[src/rtl/mbe_r8_stream_encoder.sv]
// Streaming radix-8 Modified Booth recoder: one operand in, NBEAT beats of signed digits out.
// Build option MBE_R8_SIGNED_EN treats i_mantissa as two's complement (sign-extended pad).
module mbe_r8_stream_encoder #(
  parameter int NBIT_MANTISSA    = 23,
  parameter int DIGITS_PER_CYCLE = 3,
  localparam int W      = NBIT_MANTISSA + 1,
  localparam int NBLOCK = (W + 1 + 2) / 3,
  localparam int NBEAT  = (NBLOCK + DIGITS_PER_CYCLE - 1) / DIGITS_PER_CYCLE,
  localparam int BW     = (NBEAT > 1) ? $clog2(NBEAT) : 1
) (
  input  logic                          clk,
  input  logic                          rst,
  input  logic                          i_valid,
  output logic                          o_ready,
  input  logic [W-1:0]                  i_mantissa,
  output logic                          o_valid,
  input  logic                          i_ready,
  output logic [4*DIGITS_PER_CYCLE-1:0] o_digits,
  output logic [BW-1:0]                 o_beat,
  output logic                          o_last,
  output logic                          o_zero
);

  localparam int XW    = 3 * NBLOCK + 1;
  localparam int PADW  = XW - W - 1;
  localparam int NSLOT = NBEAT * DIGITS_PER_CYCLE;
  localparam int DW    = 4 * DIGITS_PER_CYCLE;
  localparam logic [BW-1:0] LAST_BEAT = BW'(NBEAT - 1);

  typedef enum logic {S_IDLE, S_RUN} state_t;

  state_t          state_reg, state_next;
  logic [BW-1:0]   beat_reg, beat_next;
  logic [XW-1:0]   x_reg, x_next;
  logic            zero_reg, zero_next;
  logic [XW-1:0]   x_in;
  logic            last_beat;
  logic [NSLOT*4-1:0] slot_flat;

  // Window -> {neg, magnitude}; 0000 and 1111 both map to +0.
  function automatic logic [3:0] recode(input logic [3:0] w);
    logic [3:0] r;
    r = 4'b0000;
    case (w)
      4'b0001, 4'b0010: r = 4'b0001;
      4'b0011, 4'b0100: r = 4'b0010;
      4'b0101, 4'b0110: r = 4'b0011;
      4'b0111:          r = 4'b0100;
      4'b1000:          r = 4'b1100;
      4'b1001, 4'b1010: r = 4'b1011;
      4'b1011, 4'b1100: r = 4'b1010;
      4'b1101, 4'b1110: r = 4'b1001;
      default:          r = 4'b0000;
    endcase
    return r;
  endfunction

`ifdef MBE_R8_SIGNED_EN
  assign x_in = {{PADW{i_mantissa[W-1]}}, i_mantissa, 1'b0};
`else
  assign x_in = {{PADW{1'b0}}, i_mantissa, 1'b0};
`endif

  assign last_beat = (beat_reg == LAST_BEAT);

  generate
    for (genvar gi = 0; gi < NSLOT; gi++) begin : g_slot
      if (gi < NBLOCK) begin : g_digit
        assign slot_flat[4*gi +: 4] = recode(x_reg[3*gi +: 4]);
      end else begin : g_pad
        assign slot_flat[4*gi +: 4] = 4'b0000;
      end
    end
  endgenerate

  always_ff @(posedge clk) begin
    if (rst) begin
      state_reg <= S_IDLE;
      beat_reg  <= '0;
      x_reg     <= '0;
      zero_reg  <= 1'b0;
    end else begin
      state_reg <= state_next;
      beat_reg  <= beat_next;
      x_reg     <= x_next;
      zero_reg  <= zero_next;
    end
  end

  // A zero digit needs window 0000 or 1111; overlapping windows plus X[0]=0 force all-zero X.
  always_comb begin
    state_next = state_reg;
    beat_next  = beat_reg;
    x_next     = x_reg;
    zero_next  = zero_reg;
    case (state_reg)
      S_IDLE: begin
        if (i_valid) begin
          state_next = S_RUN;
          beat_next  = '0;
          x_next     = x_in;
          zero_next  = ~|x_in;
        end
      end
      S_RUN: begin
        if (i_ready) begin
          if (last_beat) begin
            beat_next = '0;
            if (i_valid) begin
              x_next    = x_in;
              zero_next = ~|x_in;
            end else begin
              state_next = S_IDLE;
            end
          end else begin
            beat_next = beat_reg + BW'(1);
          end
        end
      end
      default: state_next = S_IDLE;
    endcase
  end

  always_comb begin
    o_valid  = 1'b0;
    o_ready  = 1'b1;
    o_last   = 1'b0;
    o_zero   = 1'b0;
    o_beat   = beat_reg;
    o_digits = '0;
    if (state_reg == S_RUN) begin
      o_valid  = 1'b1;
      o_ready  = last_beat & i_ready;
      o_last   = last_beat;
      o_zero   = zero_reg;
      o_digits = slot_flat[int'(beat_reg)*DW +: DW];
    end
  end

endmodule
[config.mk]
export PLATFORM = sky130hd
export DESIGN_NAME = mbe_r8_stream_encoder
export DESIGN_NICKNAME = d
export VERILOG_FILES = /design/src/rtl/mbe_r8_stream_encoder.sv
export SDC_FILE = /design/constraint.sdc
export NUM_CORES = 1
export LEC_CHECK = 0
export CAP_MARGIN = 20
export CORE_UTILIZATION = 55
export CTS_CLUSTER_SIZE = 12
export DETAILED_ROUTE_END_ITERATION = 12
export GPL_TIMING_DRIVEN = 0
export HOLD_SLACK_MARGIN = 0.12
export PLACE_DENSITY = 0.78
export SYNTH_ARGS = -nofsm -noshare
export SYNTH_HDL_FRONTEND = slang
export SYNTH_SLANG_ARGS = --single-unit
export TNS_END_PERCENT = 50
[constraint.sdc]
create_clock -name clk -period 2.62 [get_ports clk]
set_input_delay 0.262 -clock clk [delete_from_list [all_inputs] [get_ports clk]]
set_output_delay 0.262 -clock clk [all_outputs]
set_load 0.005 [all_outputs]
==> flow_summary.yaml, run 1 <==
run_status:
  outcome: "finished, final reports clean"
yosys:
  yosysTopAreaCellShare: 0.3706
  synth_top_family_by_area: "simple AND/OR/NAND/NOR gates"
  synth.most_common_cell: "dfxtp_1"
  syn_nets: 462
  syn_area_um2: 3674
  synth_edf_count: 0
  netlist_top_cells_count: "dfxtp_1, nor2_1, ha_1"
  synth_xor_area_frac: 0
  synthMuxAreaShare: 0.1267
  async_flop_share: 0
  synth-compound-area-share: 0.1199
  synthCells: 398
  yosys.area.top_type: "dfxtp_1"
  yosys.area_share.simple: 0.1928
  syn_avg_cell_area_um2: 9.230
  synth_area_leaders: "dfxtp_1, ha_1, mux2i_1"
  ys.warnings.count: 0
  ys_ff_latch: 68
  seq_area_frac_synth: 0.3706
  synthAdderAreaFrac: 0.1226
  synth_cell_type_count: 46
  synth_ff_type: "dfxtp_1"
final_layout:
  ff_latch_area_um2: 1363
  fin_util: 0.7124
  fillerInstances: 468
  largest_register_ff_count: 36
  fin_area_um2: 4549
  final_layout_size_suffix_gt1_frac: 0.1413
  finalNonFillerCells: 537
  nNetsFinal: 519
  multi_input_area_um2: 2117
  area_growth_pct: 23.84
  antenna_cells: 0
place:
  place.gp.congestion: 0.9501
  dpl-instance-area_um2: 4210
  place_inst: 519
  numPortBuffers: 44
  dp_hpwl_um: 7013
pwr:
  power_density_nw_per_um2: 580.5
  p_total_mw: 2.641
  peakVddDrop_mv: 0.4786
  p_leak_nw: 1.938
job:
  maxCapViolations: 0
critical_path:
  arrival_ns: 2.84
  start_kind: "register"
  critical_path_class: "reg -> reg"
  reg2reg_from: "o_beat[0]"
  cp-end-kind: "register"
  cp_max_fo: 10
  cp.required_ns: 2.88
  crit_path_start: "o_beat[0]"
sta:
  fin_skew_ns: 0.009764
  fin_crit_sh: 0.9861
  slew_violations: 0
  holdWs_ns: 0.3255
  setup_viol: 0
  timing.slew.headroom: 0.4320
  max_freq_mhz: 387.1
  hold_viol: 0
  worstMarginPinSlew_ns: 0.8520
  rsz0062_at_grt: "true"
  fin_crit_ns: 2.584
global_route:
  grt_max_degree: 13
  grt_pass1_vias: 2850
  use_met3: 0.05242
  grt_overflow: 0
  use_met1: 0.3442
  grt_antenna_before_repair: 0
  grt_util_all_layers: 0.2764
  grt_pass1_wl_um: 14570
  top_usage_layer: "met2"
  met2_usage: 0.4686
detailed_routing:
  drc_errors: 0
  totalWireLength_um: 9377
  wl_per_cell_um: 17.46
  num_vias: 3052
  drt_first_iter_violations: 252
  routed_via_density: 5.683
  dr.pass1.iters: 5
  postRouteAntennaNets: 0
floorplanning:
  die_h_um: 83.73
  die_x_um: 83.73
  coreArea_um2: 6386
  start_util: 0.5752
  dieArea_um2: 7010
  io_pins: 46
  num_rows: 29
cts:
  insertion_delay_ns: 0.35
  cts-htree-levels: 3
  clockRootBuffer: "clkbuf_8"
  cts_tree: "built"
  clock-sinks: 68
  numCtsBuffers: 9
  clk_path_buf_depth: 2
  clk_pin_slew_worst_paths_ns: 0.08
min_path:
  hp-start: "i_valid"
  hp-class: "in -> reg"
==> final cells by class <==
| class | instances | share of cell area |
|---|---|---|
| Sequential cell | 68 | 0.2995 |
| Clock buffer | 10 | 0.03025 |
| Inverter | 31 | 0.02558 |
| Multi-Input combinational cell | 273 | 0.4653 |
| Clock inverter | 6 | 0.02448 |
| Tap cell | 77 | 0.02118 |
| Buffer | 26 | 0.03300 |
| Timing Repair Buffer | 46 | 0.1007 |
==> what timing repair did <==
action,in CTS,in global routing
resized for setup,8,14
setup buffers,0,2
setup endpoints to repair,17,8
pin swaps,0,2
endpoints found under the hold margin,0,0
hold buffers,0,0
==> through the flow <==
stage	setup TNS, ns	setup slack (ns)
CTS	0	0.004346
finish	0	0.03636
global placement	-4.159	-0.5225
detailed placement	-4.585	-0.5269
floorplan	0	0.2955
global route	-0.02361	-0.01707
==> cell families after synthesis <==
kind of cell / count (synthesis)
DFF: 68
and+or+nand+nor: 130
adders and majority gates: 36
muxes: 40
AOI/OAI and AO/OA: 67
buffers and inverters: 57
==> layer usage <==
| metal | wire (µm) | vias up |
|---|---|---|
| li1 | - | 1460 |
| met3 | 599 | 24 |
| met2 | 4473 | 135 |
| met4 | 238 | 0 |
| met5 | 0 | - |
| met1 | 4066 | 1433 |
==> worst max-delay path: stages, from the launching register on <==
cell,delay (ns)
dfxtp_1,0.32
buf_6,0.15
nand4b_4,0.24
nand2_4,0.16
buf_8,0.17
buf_8,0.19
mux2i_2,0.25
nor2_1,0.10
ha_1,0.23
or2_2,0.29
o22a_1,0.15
a22oi_1,0.22
==> power breakdown <==
group          internal (mW)  switching (mW)
logic                  0.207           0.241
registers               1.10          0.0247
clock network          0.658           0.411
==> cells in the final DEF (no fill, tap or decap), types with 5 or more instances in the layout <==
cell type        instances
nor2_1                  38
o2bb2ai_1                5
clkbuf_8                10
ha_1                    36
nand2_1                 26
mux2i_2                  8
a21oi_1                 15
dfxtp_1                 67
clkbuf_1                13
mux2i_4                  6
mux2i_1                 26
inv_1                   29
o21ai_0                 22
nor3_1                   5
nor2_2                   7
clkdlybuf4s50_1         43
a22oi_1                  5
nor4_1                   6
and2_1                  18
==> worst paths after layout <==
| path | end | slack [ns] | depth (start not counted) |
|---|---|---|---|
| hold / removal | state_reg | 0.33 | 3 |
| setup / recovery | slot_flat[13] | 0.04 | 11 |
| setup reg to reg | slot_flat[13] | 0.04 | 11 |
| hold reg to reg | zero_reg | 0.47 | 2 |
Note: power is estimated with default switching activity, not from simulation.
==> inputs of run 2 (changes only) <==
- PLACE_DENSITY: 0.78 -> 0.79
==> run 2 against run 1 <==
Net effect: first-iteration DRC count grew 13%; clock skew shrank 0.00051 ns; cell count grew 0.93%; register-to-register slack gained 0.02 ns; critical path type unchanged; largest cell class unchanged.
==> flow_summary.yaml, run 2 (synthesized netlist as in run 1, its figures left out) <==
final_layout:
  fin_util: 0.7163
  layout_commonest_cell: "dfxtp_1"
  area_growth_pct: 24.52
  finalNonFillerCells: 542
  final_layout_size_suffix_gt1_frac: 0.1527
  largest_register_ff_count: 36
  antenna_cells: 0
  fin_area_um2: 4574
  nNetsFinal: 524
  final_cell_mix: "dfxtp_1, clkdlybuf4s50_1, nor2_1, ha_1, inv_1"
place:
  place_inst: 519
  numPortBuffers: 44
  dp_hpwl_um: 7206
  place.gp.congestion: 0.9298
  dpl-instance-area_um2: 4210
  dpl_worst_slack_ns: -0.5229
critical_path:
  crit_path_start: "o_beat[0]"
  reg2reg_from: "o_beat[0]"
  reg2reg_setup_slack_ns: 0.06
  cp_num_cells: 11
  crit_family: "simple AND/OR/NAND/NOR gates"
  cp_max_fo: 10
  cp.required_ns: 2.88
  cp-end-kind: "register"
  critical_path_class: "reg -> reg"
  start_kind: "register"
  cp-endpoint: "slot_flat[13]"
  cp_slowest_cell: "dfxtp_1"
  cpPeakStageDelay_ns: 0.32
  worst-path-buf-inv: 3
  worstPathCellList: "buf_6 > nand4b_4 > nand2_4 > buf_12 > buf_8 > mux2i_2 > nor2_1 > ha_1 > or2_2 > o22a_1 > a22oi_2"
  r2r_cells: 11
  rr_endpoint: "slot_flat[13]"
  arrival_ns: 2.82
cts:
  insertion_delay_ns: 0.34
  clk_pin_slew_worst_paths_ns: 0.08
  clk_path_buf_depth: 2
  clock-sinks: 68
  cts-htree-levels: 3
  cts_tree: "built"
  numCtsBuffers: 9
  holdBufCountCts: 0
  clockRootBuffer: "clkbuf_8"
pwr:
  p_total_mw: 2.564
  p_leak_nw: 1.951
  power_density_nw_per_um2: 560.6
  peakVddDrop_mv: 0.4391
global_route:
  grt_pass1_vias: 3079
  grt_pass1_wl_um: 15310
  grt_util_all_layers: 0.2915
  grt_overflow: 0
  grt_max_degree: 13
  grt_antenna_before_repair: 0
sta:
  fin_crit_ns: 2.562
  worstMarginPinSlew_ns: 0.8399
  fin_crit_sh: 0.9779
  timing.slew.headroom: 0.4400
  max_freq_mhz: 390.3
  hold_viol: 0
  fin_ws_ns: 0.05788
  rsz0062_at_grt: "true"
  holdWs_ns: 0.3575
  setup_viol: 0
  fin_skew_ns: 0.009253
  slew_violations: 0
  fin_setup_tns_ns: 0
floorplanning:
  die_x_um: 83.73
  num_rows: 29
  coreArea_um2: 6386
  dieArea_um2: 7010
  io_pins: 46
  die_h_um: 83.73
  start_util: 0.5752
detailed_routing:
  drt_first_iter_violations: 286
  postRouteAntennaNets: 0
  wl_per_cell_um: 18.40
  totalWireLength_um: 9975
  drc_errors: 0
  dr.pass1.iters: 5
  num_vias: 3147
  routed_via_density: 5.806
min_path:
  hp-class: "in -> reg"
run_status:
  outcome: "finished, final reports clean"
job:
  maxCapViolations: 0
-- run 2: changes by cell type in the layout (fill, tap and decap cells not counted), sizes merged --
| cell | delta |
|---|---|
| buf | +5 |
| dlygate4sd2 | +1 |
| clkdlybuf4s50 | -1 |
| bufinv | -1 |
| clkinv | -1 |
| clkinvlp | +2 |
-- run 2: worst min-delay path by stage --
stage	startpoint	endpoint	slack [ns]	cells past startpoint
after floorplan	i_valid	state_reg	0.38	2
after global placement	zero_reg	zero_reg	0.45	2
after detailed placement	zero_reg	zero_reg	0.46	2
after CTS	rst	x_reg[8]	0.34	2
after global routing	rst	x_reg[5]	0.37	2
final	rst	x_reg[8]	0.36	2
-- run 2: per-layer routing --
layer | GRT usage | wire length, µm | vias to the layer above
li1 | - | - | 1469
met1 | 0.3706 | 4330 | 1491
met2 | 0.4701 | 4709 | 154
met3 | 0.03759 | 560 | 33
met4 | 0.1787 | 374 | 0
met5 | 0 | 0 | -
-- run 2: where the power goes --
part,switching (mW),leakage [nW],internal [mW],total [mW]
logic,0.254,1.29,0.215,0.469
clock network,0.412,0.105,0.560,0.972
registers,0.0234,0.559,1.10,1.12
total,0.689,1.95,1.87,2.56
-- run 2: area by class of cell --
cell class                      count  area (µm²)
Multi-Input combinational cell    273        2121
Inverter                           31       116.4
Fill cell                         500        1812
Clock buffer                       10       137.6
Timing Repair Buffer               51       494.2
Sequential cell                    68        1363
Tap cell                           77       96.34
Buffer                             26       158.9
Clock inverter                      6       87.58
-- run 2: worst register-to-register path, cell delays in order (launching register included) --
cell and delay (ns):
dfxtp_1 0.32, buf_6 0.15, nand4b_4 0.25, nand2_4 0.17, buf_12 0.17, buf_8 0.18, mux2i_2 0.26, nor2_1 0.11
ha_1 0.23, or2_2 0.30, o22a_1 0.17, a22oi_2 0.19
-- run 2: what timing repair did --
| item | 4_1_cts | 5_1_grt |
|---|---|---|
| pin swaps | 0 | 1 |
| resized for setup | 10 | 18 |
| endpoints found under the setup margin | 17 | 15 |
| setup buffers | 0 | 7 |
| endpoints found under the hold margin | 0 | 0 |
